`config.mk`:
```
export PLATFORM = sky130hd
export DESIGN_NAME = uart_text_window
export DESIGN_NICKNAME = d
export VERILOG_FILES = /design/src/rtl/uart_text_window.sv
export SDC_FILE = /design/constraint.sdc
export NUM_CORES = 1
export LEC_CHECK = 0
export CAP_MARGIN = 10
export CORE_AREA = 3 3 80 157
export DETAILED_ROUTE_END_ITERATION = 12
export DIE_AREA = 0 0 83 160
export SLEW_MARGIN = 10
export SYNTH_ARGS = -nofsm -noshare
export SYNTH_HDL_FRONTEND = slang
export SYNTH_SLANG_ARGS = --single-unit
```
`constraint.sdc`:
```
create_clock -name CLK -period 2.2 [get_ports CLK]
set_input_delay 0.33 -clock CLK [delete_from_list [all_inputs] [get_ports CLK]]
set_output_delay 0.33 -clock CLK [all_outputs]
set_load 0.05 [all_outputs]
```
`src/rtl/uart_text_window.sv`:
```
// 8N1 UART receiver feeding a left-scrolling 4-character text window for ascii_to_7seg.
// Window/rxData/pulses register one cycle after the stop sample (+2 cycles rx sync); no backpressure.
module uart_text_window #(
   parameter int          CYCLES_PER_BIT = 5208,
   parameter logic [7:0]  BLANK_CHAR     = 8'h20
) (
   input  logic       CLK,
   input  logic       RESET,
   input  logic       rx,
   output logic [7:0] asciiOne,
   output logic [7:0] asciiTwo,
   output logic [7:0] asciiThree,
   output logic [7:0] asciiFour,
   output logic [7:0] rxData,
   output logic       rxValid,
   output logic       frameErr
);

   localparam logic [2:0] IDLE      = 3'd0;
   localparam logic [2:0] START     = 3'd1;
   localparam logic [2:0] DATA      = 3'd2;
   localparam logic [2:0] STOP      = 3'd3;
   localparam logic [2:0] WAIT_IDLE = 3'd4;

   localparam logic [15:0] HALF_LAST = 16'(CYCLES_PER_BIT / 2 - 1);
   localparam logic [15:0] BIT_LAST  = 16'(CYCLES_PER_BIT - 1);

   logic        rxMeta;
   logic        rxS;
   logic [2:0]  state;
   logic [15:0] bitCnt;
   logic [2:0]  bitIdx;
   logic [7:0]  shiftReg;

   always_ff @(posedge CLK or posedge RESET) begin
      if (RESET) begin
         rxMeta <= 1'b1;
         rxS    <= 1'b1;
      end else begin
         rxMeta <= rx;
         rxS    <= rxMeta;
      end
   end

   always_ff @(posedge CLK or posedge RESET) begin
      if (RESET) begin
         state      <= IDLE;
         bitCnt     <= 16'd0;
         bitIdx     <= 3'd0;
         shiftReg   <= 8'h00;
         rxData     <= 8'h00;
         rxValid    <= 1'b0;
         frameErr   <= 1'b0;
         asciiOne   <= BLANK_CHAR;
         asciiTwo   <= BLANK_CHAR;
         asciiThree <= BLANK_CHAR;
         asciiFour  <= BLANK_CHAR;
      end else begin
         rxValid  <= 1'b0;
         frameErr <= 1'b0;
         case (state)
            IDLE: begin
               if (!rxS) begin
                  state  <= START;
                  bitCnt <= 16'd0;
               end
            end
            START: begin
               // Mid-start-bit recheck rejects short glitches on the idle line.
               if (bitCnt == HALF_LAST) begin
                  bitCnt <= 16'd0;
                  bitIdx <= 3'd0;
                  state  <= rxS ? IDLE : DATA;
               end else begin
                  bitCnt <= bitCnt + 16'd1;
               end
            end
            DATA: begin
               if (bitCnt == BIT_LAST) begin
                  bitCnt           <= 16'd0;
                  shiftReg[bitIdx] <= rxS;
                  bitIdx           <= bitIdx + 3'd1;
                  if (bitIdx == 3'd7) state <= STOP;
               end else begin
                  bitCnt <= bitCnt + 16'd1;
               end
            end
            STOP: begin
               if (bitCnt == BIT_LAST) begin
                  bitCnt <= 16'd0;
                  if (rxS) begin
                     state   <= IDLE;
                     rxValid <= 1'b1;
                     rxData  <= shiftReg;
                     if (shiftReg >= 8'h20 && shiftReg <= 8'h7E) begin
                        asciiOne   <= asciiTwo;
                        asciiTwo   <= asciiThree;
                        asciiThree <= asciiFour;
                        asciiFour  <= shiftReg;
                     end else if (shiftReg == 8'h0D || shiftReg == 8'h0A) begin
                        asciiOne   <= BLANK_CHAR;
                        asciiTwo   <= BLANK_CHAR;
                        asciiThree <= BLANK_CHAR;
                        asciiFour  <= BLANK_CHAR;
                     end else if (shiftReg == 8'h08) begin
                        asciiFour  <= asciiThree;
                        asciiThree <= asciiTwo;
                        asciiTwo   <= asciiOne;
                        asciiOne   <= BLANK_CHAR;
                     end
                  end else begin
                     frameErr <= 1'b1;
                     state    <= WAIT_IDLE;
                  end
               end else begin
                  bitCnt <= bitCnt + 16'd1;
               end
            end
            WAIT_IDLE: begin
               // A held-low line (break) must return high before any new start counts.
               if (rxS) state <= IDLE;
            end
            default: state <= IDLE;
         endcase
      end
   end

endmodule
```
### Word level (Yosys, flattened, before mapping)

Index checks and enable logic that the tools add are counted.
Widths: inputs -> output; s select.

* register bits after elaboration: 74
* latch bits: 0
* bits in writable memories: 0
* memory bits (read-only): 0
* bits of input ports: 3
* output and inout bits: 42
* word-level logic and storage cells: 86
* memories: 0

* $add $sub $neg: 2
* $mul: 0
* div/mod/pow operators: 0
* $lt $le $gt $ge: 4
* equality and inequality tests: 16
* shift operators: 0
* muxes and demuxes: 37
* bitwise operators: 0
* reduce and logical (&&, ||, !) cells: 14

Operators by type and width (number)
* $mux 8: 12
* $mux 16: 3
* $pmux 16 s3: 1
* $mux 3: 9
* $eq 8x4->1 const B: 3
* $add 16x1->16 const B: 1
* $eq 16x12->1 const B: 1
* $eq 16x13->1 const B: 1
* $pmux 3 s5: 1
* $ne 2x2->1 const B: 6
* $bwmux 8: 1
* $ge 8x6->1 const B: 1
* $le 8x7->1 const B: 1
* $mux 1: 7
* $eq 3x2->1 const B: 2
* $eq 3x3->1 const B: 2
* $pmux 3 s2: 1
* $reduce_and 3->1: 2
* $reduce_and 6->1: 1
* $reduce_bool 3->1: 2
* $lt 3x4->1 const B: 1
* $reduce_and 2->1: 2
* $reduce_and 4->1: 1
* $add 3x1->3 const B: 1
* other kinds (9): 10

### Logic depth before layout (Yosys ltp)

* depth in word-level cells: 5
* gate-level depth with buffers: 8
* gate-level depth less buffers: 7

### Least setup slack after synthesis

Ideal clock, no wire load.

* path kind: register -> register
* start point: register shiftReg[5]
* end point: register asciiFour[1]
* setup time: 0.126 ns
* data arrival time: 1.916 ns
* required time: 2.074 ns
* setup slack: 0.158 ns
* stages on the path, launching flop included: 8
* buffers on the path: 2
* clock period less this slack: 2.042 ns
* cells stage by stage: dfrtp_1 -> buf_6 -> or4b_4 -> nor4_4 -> buf_6 -> nand2b_1 -> a221oi_1 -> nor2_1

* cells in the longest elaborated chain, start to end: 4
* elaborated cells between the ends (all ways): 11
* classes of those cells: order compare (2); eq/ne (3); mux (2); reduce/logical (4)

RTL lines
* from (decl): line 33 `logic [7:0] shiftReg;`
* from (signal, indexed assignment): line 81 `shiftReg[bitIdx] <= rxS;`
* $ge 8x6->1, or another cell as far along: line 95 `if (shiftReg >= 8'h20 && shiftReg <= 8'h7E) begin`
* $logic_and 1x1->1 / $logic_or 1x1->1 (equally long branches): line 95, 100
* $reduce_bool 3->1 (no source line) / $mux 8 (equally long branches)
* $reduce_and 4->1 (no source line) / $mux 8 (equally long branches)
* to (signal assigned): line 99 `asciiFour <= shiftReg;`
* to (signal assigned): line 106 `asciiFour <= asciiThree;`
* to (decl): line 13 `output logic [7:0] asciiFour,`

Parallel ways exist; a longest one is shown, timed or not.
A chain may end at the register's enable or synchronous reset.

### Final worst setup path

* start point: register bitCnt[0]
* end point: register bitCnt[13]

* cells in the longest elaborated chain, start to end: 3
* elaborated cells between the ends (all ways): 6
* classes of those cells: add/sub (1); eq/ne (2); mux (3)

RTL lines
* from (decl): line 31 `logic [15:0] bitCnt;`
* from (signal assigned): line 75 `bitCnt <= bitCnt + 16'd1;`
* from (signal assigned): line 85 `bitCnt <= bitCnt + 16'd1;`
* from (signal assigned): line 116 `bitCnt <= bitCnt + 16'd1;`
* $add 16x1->16, or another cell as far along: line 75, 85, 116
* $mux 16, on equally long branches: line 79, 89, 70
* $pmux 16 s3 (*): line 61 `case (state)`

Mark *: on every way between the ends. The rest lies on a longest branch, timed or not.

==> metrics <==
status=complete, no violations; number of max-cap violations=0; highest-count cells in the layout ignoring fill and taps=dfrtp_1, nand2_1, nor2_1; Synth area leader=dfrtp_1; Tmin final=2.08 ns; Post-CTS Setup Bufs=0; wire per inst=roughly 17 µm; Hold Vio Cnt, Final=0; Yosys cell types=55; Gates resized, CTS repair=0; CTS tree=done; Fmax=between 400 and 500 MHz; Syn Inst Count=422; CP Data Arrival Time=approximately 2.3 ns; share of cells above drive strength 1=between 10% and 20%; Post-synth EDFFs=0; worst rel slew slack=65.9%; clk_skew=about 0.010 ns; most common cell after layout, fill and taps aside=dfrtp_1; Finish-stage setup viols=0; placed cells=slightly above 600; max-slew violation count=0; adder-cell area share of the yosys netlist=0.943%; cell area power density=roughly 560 mW/mm²; Initial Util=between 30% and 40%; Clock Path Buffers=2; post-synth top area share=between 40% and 50%; Synth Area in Compound Gates=about 18%; Seq/Total Area, Yosys=a little under half; Initial DRT Pass Iterations=4; Mapped Nets=approximately 430; Final HPWL DP=roughly 7700 µm; startpoint types=register; cell count of the worst reg-to-reg path=8; switch share=between 20% and 30%; Worst Tran Pin Value=approximately 0.5 ns; routed via count=3415; core area=0.0114 mm²; multiplexer share of the synthesized area=under 10%; vias in the first global route=3476; Flop pwr share=between 40 and 50%; clock latency on the worst-skew pair=about 0.34 ns; CP Launch Point=bitCnt[0]; Req. time, crit path=between 2 and 2.5 ns; Die Span Y=about 160 µm; RD Place Congestion=0.879; multi-input logic area=approximately 0.002 mm²; Reg-to-Reg End=bitCnt[13]; clock power share=between 50% and 60%; routed vias/inst=5.40; die footprint=0.0133 mm²; CTS Root Buffer Type=clkbuf_16; initial antenna violation count=0; die width=around 83 µm; cts hold-fix bufs=0; Fillers=~1100; fraction of registers with async set/reset=between 90% and 100%; internal power=2.25 mW; #FFs+latches synth=74; Num CTS Buffers=9; Mapped Area=0.00398 mm²; Crit Path Max Fanout=9; Post-Synth Simple-Gate Area=27.6%; slowest cell on the critical path=dfrtp_1; IO Pins=45; crit path kind=register to register; RSZ-0062 raised after global routing=false; # diodes=0; I/O Buffers=44; Seq. cell area=about 0.0019 mm²; CTS Sinks=74; leak pwr=2.15 nW; worst hold path type=register to register; CP max stage delay=approximately 0.41 ns; Synth Warn #=0; gr ovfl total=0; Worst setup EP type=register; detailed-route DRC error count=0; combinational fraction of design power=under 10%; Placement Rows=55; largest net degree at the start of global routing=75; worst-path cell chain=ha_1 -> buf_4 -> nor4bb_2 -> and4_1 -> nor3_1 -> nor2_1 -> buf_12 -> o41ai_1; switching component of the power=about 0.6 mW; drt total wl=approximately 10000 µm; synth top area cells=dfrtp_1, nand2_1, nor2_1, a221oi_2, dfstp_2; reg2reg start=bitCnt[0]; area delta synth->final=27.9%; gr usage total=around 16%; initial drt markers=148; post-layout util=around 45%; Synth Area in XOR/XNOR=0%; first-pass GRT wire length=~17000 µm; clock transition at the registers of the reported paths=about 0.060 ns; main combinational cell family by area after synthesis=simple AND/OR/NAND/NOR gates; VDD IR max=approximately 0.39 mV; fin crit share=a little over nine tenths; syn_area_per_cell=approximately 9.4 µm²; CP endpoint=bitCnt[13]; fin nets=about 490; Final TNS setup=0 ns; number of nets still failing antenna checks after routing=0; ys flop type=dfrtp_1; CTS H-Tree Depth=3; Final Non-Filler Cells=around 630; R2R Setup Slk=around 0.12 ns
critical path, delay by kind of cell (launching register included):
kind / cells / cell delay (ns)
simple gates: 4 / 0.71
flops: 1 / 0.41
buf+inv: 2 / 0.30
fa+ha+maj: 1 / 0.22
compound gates: 1 / 0.33
Yosys cell counts, types with 5 or more instances:
cell type  number
dfrtp_1        68
nand2_1        66
nor2_1         55
nand2b_1       21
nand3_1        15
o21ai_0        13
a221oi_2       12
nor3_1         11
buf_2          10
clkbuf_1       10
inv_1          10
a21oi_1         9
mux2_2          8
a21o_1          6
a221oi_1        6
dfstp_2         6
o211ai_1        6
nand4_1         5
per-layer routing:
metal | wire (µm) | GRT usage, % | up-vias
li1 | - | - | 1641
met3 | 252 | 2.84 | 29
met2 | 6020 | 31.4 | 74
met4 | 393 | 8.78 | 0
met5 | 0 | 0 | -
met1 | 3830 | 16.1 | 1671
kinds of logic after synthesis:
| logic type | count (synthesis) |
|---|---|
| simple gates | 215 |
| buf+inv | 39 |
| fa+ha+maj | 3 |
| compound gates | 83 |
| mux | 8 |
| flops | 74 |
state kept, by name, indices dropped and copies added, names as in the netlist:
name	cells
asciiFour	8
asciiOne	8
asciiThree	8
asciiTwo	8
bitCnt	16
bitIdx	3
frameErr	1
rxData	8
rxMeta	1
rxS	1
rxValid	1
shiftReg	8
state	3
through the flow:
step	worst slack (ns)	cell area [µm²]	hold WS (ns)	power [mW]
5_1_grt	0.0302	5090	0.359	2.94
4_1_cts	0.0686	5080	0.357	2.87
3_5_place_dp	0.0894	4790	0.349	1.43
6_report	0.122	5090	0.355	2.83
3_3_place_gp	0.133	4790	0.346	1.43
2_1_floorplan	0.158	3990	0.334	1.41
worst min path at each step:
stage          cells past startpoint      to    from  slack (ns)
5_1_grt                            0     rxS  rxMeta        0.36
4_1_cts                            0     rxS  rxMeta        0.36
3_3_place_gp                       0     rxS  rxMeta        0.35
6_report                           0     rxS  rxMeta        0.36
2_1_floorplan                      0  rxMeta      rx        0.33
3_5_place_dp                       0     rxS  rxMeta        0.35
final cells by class:
class | count | area share (%)
Timing Repair Buffer | 81 | 15.3
Tap cell | 142 | 3.49
Inverter | 10 | 0.811
Clock buffer | 11 | 4.57
Multi-Input combinational cell | 309 | 38.2
Clock inverter | 5 | 1.11
Sequential cell | 74 | 36.5
power by group through the flow:
stage               sequential [mW]  clock, mW  combinational [mW]
CTS                            1.37       1.46              0.0385
detailed placement             1.39          0              0.0384
floorplan                      1.39          0              0.0228
global route                   1.37       1.53              0.0424
finish                         1.37       1.43              0.0358
global placement               1.39          0              0.0378
(Power assumes the default switching activity.)
